===== config.mk =====
export PLATFORM = sky130hd
export DESIGN_NAME = tick_timer
export DESIGN_NICKNAME = d
export VERILOG_FILES = /design/src/rtl/tick_timer.sv
export SDC_FILE = /design/constraint.sdc
export NUM_CORES = 1
export LEC_CHECK = 0
export CORE_ASPECT_RATIO = 0.5
export CORE_MARGIN = 2
export CORE_UTILIZATION = 46
export CTS_CLUSTER_SIZE = 40
export DETAILED_ROUTE_END_ITERATION = 8
export GPL_TIMING_DRIVEN = 0
export PLACE_DENSITY_LB_ADDON = 0.1
export SYNTH_ARGS = -nofsm -noshare
export SYNTH_HDL_FRONTEND = slang
export SYNTH_SLANG_ARGS = --single-unit
export TNS_END_PERCENT = 5

===== constraint.sdc =====
create_clock -name clk -period 2.3 [get_ports clk]
set_clock_uncertainty 0.2 [all_clocks]
set_input_delay 0.46 -clock clk [delete_from_list [all_inputs] [get_ports clk]]
set_output_delay 0.46 -clock clk [all_outputs]
set_load 0.02 [all_outputs]

===== src/rtl/tick_timer.sv =====
// Programmable tick timer: counts us/ms strobes and pulses `expired`, one-shot or periodic.
// Optional expiry counter output enabled by defining TICK_TIMER_EXP_CNT_EN.
module tick_timer #(
  parameter int COUNT_DW = 16
) (
  input  logic                clk,
  input  logic                rst,
  input  logic                us_en,
  input  logic                ms_en,
  input  logic                unit_sel,
  input  logic [COUNT_DW-1:0] load_val,
  input  logic                periodic,
  input  logic                start,
  input  logic                abort,
  output logic                busy,
  output logic                expired,
  output logic [COUNT_DW-1:0] remaining
`ifdef TICK_TIMER_EXP_CNT_EN
  ,
  output logic [7:0]          exp_count
`endif
);

  typedef enum logic {IDLE, RUN} state_t;

  state_t              state_q, state_d;
  logic [COUNT_DW-1:0] remaining_q, remaining_d;
  logic [COUNT_DW-1:0] reload_q, reload_d;
  logic                unit_q, unit_d;
  logic                periodic_q, periodic_d;
  logic                expired_q, expired_d;
  logic                tick;

  assign tick = unit_q ? ms_en : us_en;

  // abort beats start, start beats tick; a restart never reports an expiry
  always_comb begin
    state_d     = state_q;
    remaining_d = remaining_q;
    reload_d    = reload_q;
    unit_d      = unit_q;
    periodic_d  = periodic_q;
    expired_d   = 1'b0;
    if (abort) begin
      state_d     = IDLE;
      remaining_d = '0;
    end else if (start) begin
      unit_d     = unit_sel;
      periodic_d = periodic;
      reload_d   = load_val;
      if (load_val == '0) begin
        state_d     = IDLE;
        remaining_d = '0;
        expired_d   = 1'b1;
      end else begin
        state_d     = RUN;
        remaining_d = load_val;
      end
    end else if (state_q == RUN && tick) begin
      if (remaining_q > COUNT_DW'(1)) begin
        remaining_d = remaining_q - COUNT_DW'(1);
      end else begin
        expired_d = 1'b1;
        if (periodic_q) begin
          remaining_d = reload_q;
        end else begin
          remaining_d = '0;
          state_d     = IDLE;
        end
      end
    end
  end

  always_ff @(posedge clk) begin
    if (rst) begin
      state_q     <= IDLE;
      remaining_q <= '0;
      reload_q    <= '0;
      unit_q      <= 1'b0;
      periodic_q  <= 1'b0;
      expired_q   <= 1'b0;
    end else begin
      state_q     <= state_d;
      remaining_q <= remaining_d;
      reload_q    <= reload_d;
      unit_q      <= unit_d;
      periodic_q  <= periodic_d;
      expired_q   <= expired_d;
    end
  end

  assign busy      = (state_q == RUN);
  assign expired   = expired_q;
  assign remaining = remaining_q;

`ifdef TICK_TIMER_EXP_CNT_EN
  logic [7:0] exp_count_q, exp_count_d;

  // a zero-load start clears and counts its own immediate expiry
  always_comb begin
    exp_count_d = exp_count_q;
    if (abort) begin
      exp_count_d = '0;
    end else if (start) begin
      exp_count_d = expired_d ? 8'd1 : 8'd0;
    end else if (expired_d && exp_count_q != 8'hFF) begin
      exp_count_d = exp_count_q + 8'd1;
    end
  end

  always_ff @(posedge clk) begin
    if (rst) begin
      exp_count_q <= '0;
    end else begin
      exp_count_q <= exp_count_d;
    end
  end

  assign exp_count = exp_count_q;
`endif

endmodule


==> results of run 1 <==
-- layer usage --
metal  vias up  track usage, %  part of all wire (%)
li1       1027               -                     -
met1      1013            42.1                    45
met2       139            36.3                    39
met3         5            10.3                    15
met4         0            5.16                  0.60
met5         -               0                     0
-- power groups by stage --
| stage | Clock [W] | Sequential (W) | Combinational [W] |
|---|---|---|---|
| 2_1_floorplan | 0 | 0.000711 | 0.000252 |
| 3_3_place_gp | 0 | 0.000700 | 0.000415 |
| 3_5_place_dp | 0 | 0.000703 | 0.000416 |
| 4_1_cts | 0.000503 | 0.000688 | 0.000436 |
| 5_1_grt | 0.000531 | 0.000695 | 0.000493 |
| 6_report | 0.000499 | 0.000691 | 0.000455 |
-- registers in the layout, summed over array words and instances, names as in the netlist --
register    count
expired         1
reload_q       16
remaining      16
periodic_q      1
unit_q          1
busy            1
-- kinds of logic (layout without fill, tap and decap cells) --
| kind of cell | Yosys count | after routing | share of synthesized area (%) |
|---|---|---|---|
| and+or+nand+nor | 109 | 109 | 27.5 |
| muxes | 2 | 2 | 1.08 |
| xor gates and xnor gates | 11 | 11 | 4.87 |
| adders and majority gates | 2 | 2 | 1.27 |
| AOI/OAI and AO/OA | 78 | 78 | 24.0 |
| DFF | 36 | 36 | 36.5 |
| buffers and inverters | 20 | 69 | 4.87 |
-- metrics by stage --
stage	setup WS, ns	instance area, um^2	utilization (%)	hold slack (ns)
CTS	0.00434	2620	65.4	0.267
detailed placement	-0.343	2450	61.1	0.255
finish	0.0255	2650	66.3	0.264
floorplan	0.0257	1980	-	0.232
global route	-0.0647	2650	66.3	0.285
global placement	-0.349	2450	61.1	0.241
-- cells in the final DEF (no fill, tap or decap), types with 3 or more instances in the layout --
cell | Yosys | layout
o21ai_0 | 15 | 14
nor4_1 | 7 | 4
nor2_1 | 14 | 12
a31oi_1 | 9 | 9
and4_1 | 3 | 3
xnor2_1 | 6 | 6
dfxtp_1 | 36 | 32
a21oi_1 | 29 | 28
clkbuf_8 | 0 | 7
nor4_2 | 2 | 3
nor4_4 | 1 | 3
and3_1 | 4 | 4
xor2_1 | 5 | 5
buf_4 | 1 | 3
o21ai_1 | 7 | 8
or4_1 | 5 | 5
clkdlybuf4s50_1 | 0 | 40
nand2_1 | 58 | 58
nor3_1 | 5 | 5
clkbuf_1 | 12 | 10
-- worst max-delay path, cell delays in order --
cell and delay [ns]:
clkdlybuf4s50_1 0.45, mux2_2 0.18, nand2_1 0.14, nand2_1 0.27
clkbuf_1 0.40, o211ai_1 0.20, o211a_1 0.17
-- path summary, 6_finish.rpt --
check	depth (start not counted)	slack [ns]	end
max	7	0.03	remaining[4]
min	2	0.26	unit_q
max reg2reg	7	0.03	remaining[9]
min reg2reg	2	0.26	unit_q
-- timing repair --
item | in CTS | in global routing
cloned | 0 | 0
buffers inserted | 2 | 0
endpoints found under the hold margin | 0 | 0
endpoints found under the setup margin | 12 | 23
resized for setup | 14 | 12
pin swaps | 1 | 1
-- area by class of cell --
| type | instances | area, um^2 |
|---|---|---|
| inverters | 3 | 11.3 |
| repair buffers | 42 | 415 |
| well taps | 54 | 67.6 |
| fillers | 371 | 1350 |
| multi-input cells | 202 | 1240 |
| clock buffers | 7 | 96.3 |
| plain buffers | 17 | 90.1 |
| flip-flops and latches | 36 | 731 |
==> metrics, run 1 <==
LEAKAGE 0.960 nW; switching part of the total power 32.0%; WL final 6.48 mm; fin crit share 98.9%; Root Buffer clkbuf_8; crit end category flip-flop; Psw 0.000526 W; Cell Area, Synth 1980 um^2; Syn Area/Cell 7.66 um^2; HPWL after detailed placement 4.71 mm; area leader, netlist dfxtp_1; Iter 0 DRT Violations 237; final hold violations 0; Slew Limit Fails 0; Post-route DRC 0; crit path max fanout 10; Design Power 0.00164 W; top post-synthesis cells by area dfxtp_1 36%, nand2_1 11%, a21oi_1 7.3%; Setup Viol. Count Final 0; critical path required time 2.29 ns; dpl cells 352; first-pass GRT wire length 10.2 mm; Die Span X 96.7 um; Site Rows 16; Clk pin slew, worst setup/hold paths 0.07 ns; number of flops mapped to enable cells by yosys 0; syn_nets 284; top-count cell post-synth nand2_1; Layout area overhead 34.2%; ys flop type dfxtp_1; Startpoint Class input pin; fmax 0.440 GHz; Comb pwr share 27.7%; Initial Utilization 49.4%; initial antenna violation count 0; Critical Path Start us_en; setup TNS after final layout 0 ns; RePlAce Congestion 0.988; max_cap viols 0; ANT cells 0; Top-Level Pins 42; Int Pwr 0.00112 W; Clock Tree Buf Depth 2; sequential fraction of the synthesis area 36.5%; total clock sinks 36; largest net degree at the start of global routing 11; hold_buf cts 0; Slew @ Worst Pin 0.520 ns; async set or reset register ratio after synthesis 0%; Buffers on Ports 40; Die H 50.4 um; Max transition margin 65.3%; TritonCTS Buffers 5; share of layout cells above drive strength 1 13.4%; Seq pwr share 42.0%; Synth top cells by count 58 x nand2_1, 36 x dfxtp_1, 29 x a21oi_1; DR vias/cell 6.05; clock latency on the worst-skew pair 0.30 ns; Hold Crit Class reg2reg; vias in the first global route 1919; via count 2184; fin nets 333; crit path time final 2.27 ns; Avg WL per Cell 17.9 um; Power per Cell Area 620 nW/um^2; post-synthesis register bit count 36; core box area 4000 um^2; Total GRT Usage 27.6%; cell count after synthesis 258; Die ar. 4870 um^2; gr ovfl total 0; H-tree depth 2; status finished, final reports clean; Synth cell types 44; share of the synthesized area in the top cell type 36.5%; clock power share 30.3%; FF-to-FF Start remaining[0]; CP arrival 2.26 ns; CP Class in2reg; Antenna Nets Post-Route 0; drt pass-1 iters 5; RSZ-0062 raised after global routing yes; min-delay src unit_q; final std cells w/o fill 361; Peak VDD IR 0.000260 V; yosys warns 0; TritonCTS clock tree built
No activity file was read; power rests on OpenSTA's default activity.
==> run 2, diff against run 1 <==
--- a/config.mk
+++ b/config.mk
@@ -5,7 +5,6 @@
 export SDC_FILE = /design/constraint.sdc
 export NUM_CORES = 1
 export LEC_CHECK = 0
-export CORE_ASPECT_RATIO = 0.5
 export CORE_MARGIN = 2
 export CORE_UTILIZATION = 46
 export CTS_CLUSTER_SIZE = 40
==> run 2 against run 1 <==
Combinational power decreased by 3%. Worst hold slack got worse by 0.013 ns. Total power decreased by 2.7%. Via count decreased by 6.0%.
==> metrics, run 2 (synthesis results as in run 1) <==
status finished, final reports clean; Iter 0 DRT Violations 203 (-14%); Site Rows 23 (+7); Total GRT Usage 24.5% (-3.2 points); core box area 4060 um^2 (+1.3%); Startpoint Class input pin; R2R Path End remaining[10]; Die ar. 4840 um^2 (-0.66%); Antenna Nets Post-Route 0 (unchanged); commonest cells after routing, fill and taps aside 58 x nand2_1, 40 x clkdlybuf4s50_1, 34 x dfxtp_1; TritonCTS clock tree built; Die Span X 69.6 um (-28%); crit path max fanout 10 (unchanged); crit path time final 2.26 ns (-0.0114 ns); ANT cells 0 (unchanged); crit end category flip-flop; WL final 5.82 mm (-10%); CP arrival 2.23 ns (-0.03 ns); max_cap viols 0 (unchanged); Clk pin slew, worst setup/hold paths 0.07 ns (about the same); FF-to-FF Start remaining[11]; Max transition margin 59.1% (-6.3 points); Reg2Reg Depth 8 (+1); share of layout cells above drive strength 1 10.7% (-2.6 points); H-tree depth 2 (unchanged); Filler Cell Count 364 (-1.9%); via count 2053 (-6.0%); RSZ-0062 raised after global routing yes; Post-route DRC 0 (unchanged); first-pass GRT wire length 9.31 mm (-9.1%); total clock sinks 36 (unchanged); CP Class in2reg; Die H 69.6 um (+38%); drt pass-1 iters 5 (unchanged); Power per Cell Area 615 nW/um^2 (-0.82%); flop-to-flop setup slack 0.05 ns (+0.02 ns); DR vias/cell 5.75 (-4.9%); Initial Utilization 48.7% (-0.65 points); RePlAce Congestion 0.930 (-5.9%); Slew Limit Fails 0 (unchanged); largest net degree at the start of global routing 11 (unchanged); critical path required time 2.27 ns (-0.02 ns); Clock Tree Buf Depth 2 (unchanged); crit path to remaining[12]; final hold violations 0 (unchanged); Slew @ Worst Pin 0.612 ns (+0.0917 ns); Critical Path Start load_val[10]; Root Buffer clkbuf_8; TritonCTS Buffers 5 (unchanged); DP Worst Slack -0.402 ns (-0.0587 ns); commonest non-fill, non-tap cell in the layout nand2_1; HPWL after detailed placement 4.31 mm (-8.5%); gr ovfl total 0 (unchanged); multi-input logic area 1210 um^2 (-2.4%); clock latency on the worst-skew pair 0.29 ns (about the same); Hold Crit Class reg2reg; Layout area overhead 31.7%; Peak VDD IR 0.000348 V (+34%); final std cells w/o fill 357 (-1.1%); FF+latch area 728 um^2 (-0.34%); vias in the first global route 1820 (-5.2%); fin nets 332 (-0.30%); hold_buf cts 0 (unchanged); Top-Level Pins 42 (unchanged); Buffers on Ports 40 (unchanged); initial antenna violation count 0 (unchanged); Setup Viol. Count Final 0 (unchanged); LEAKAGE 0.953 nW (-0.79%); fmax 0.442 GHz (+0.50%); fin crit share 98.4% (-0.49 points); dpl cells 348 (-1.1%); setup ws final 0.0369 ns (+0.0114 ns); Avg WL per Cell 16.3 um (-9.1%)
## run 2: cell types whose count changed in the layout (fill, tap and decap cells not counted), moves of 2 or more
cell	previous run	this run
a221oi_1	1	3
a221oi_2	2	0
clkbuf_2	1	3
dfxtp_1	32	34
dfxtp_2	2	0
nor4_1	4	6
## run 2: what timing repair did
action                                 in CTS  in global routing
endpoints found under the hold margin       0                  0
resized for setup                           8                 14
pin swaps                                   1                  1
setup buffers                               1                  0
setup endpoints to repair                  12                 27
cloned                                      0                  0
## run 2: layout make-up
class,count,share of cell area [%]
Multi-Input combinational cell,202,46.6
Clock buffer,8,3.46
Inverter,3,0.432
Buffer,17,3.51
Timing Repair Buffer,41,15.7
Sequential cell,36,28.0
Tap cell,50,2.40
## run 2: worst min path at each step
stage,end,slack (ns),depth (start not counted),startpoint
global route,reload_q[2],0.28,2,reload_q[2]
global placement,reload_q[2],0.24,2,reload_q[2]
detailed placement,reload_q[2],0.25,2,reload_q[2]
finish,reload_q[2],0.25,2,reload_q[2]
floorplan,reload_q[0],0.23,2,reload_q[0]
CTS,reload_q[2],0.26,2,reload_q[2]
## run 2: per-layer routing
layer  track usage, %  vias to the layer above  wire, um
met1             34.4                      930      2790
met3             5.81                       11       377
met2             36.8                       82      2540
met4             8.06                        0       118
li1                 -                     1030         -
met5                0                        -         0
## run 2: worst max-delay path, stage by stage
cell,delay (ns)
clkdlybuf4s50_1,0.45
nor4_1,0.35
a41oi_1,0.27
clkbuf_2,0.27
a221oi_1,0.33
a21oi_1,0.10
## run 2: report_power, final
part           total [W]  internal, W  switching [W]
Combinational   0.000443     0.000200       0.000243
Clock           0.000470     0.000244       0.000225
Sequential      0.000687     0.000652      0.0000353
Total            0.00160      0.00110       0.000504
## run 2: metrics by stage
step	instance area [um^2]	power, W	utilization (%)	hold WS [ns]	TNS (ns)
2_1_floorplan	1980	0.000963	-	0.232	0
3_3_place_gp	2440	0.00111	60.2	0.241	-6.18
3_5_place_dp	2440	0.00111	60.2	0.247	-5.95
4_1_cts	2570	0.00158	63.3	0.257	-0.00112
5_1_grt	2600	0.00167	64.2	0.277	-0.140
6_report	2600	0.00160	64.2	0.251	0
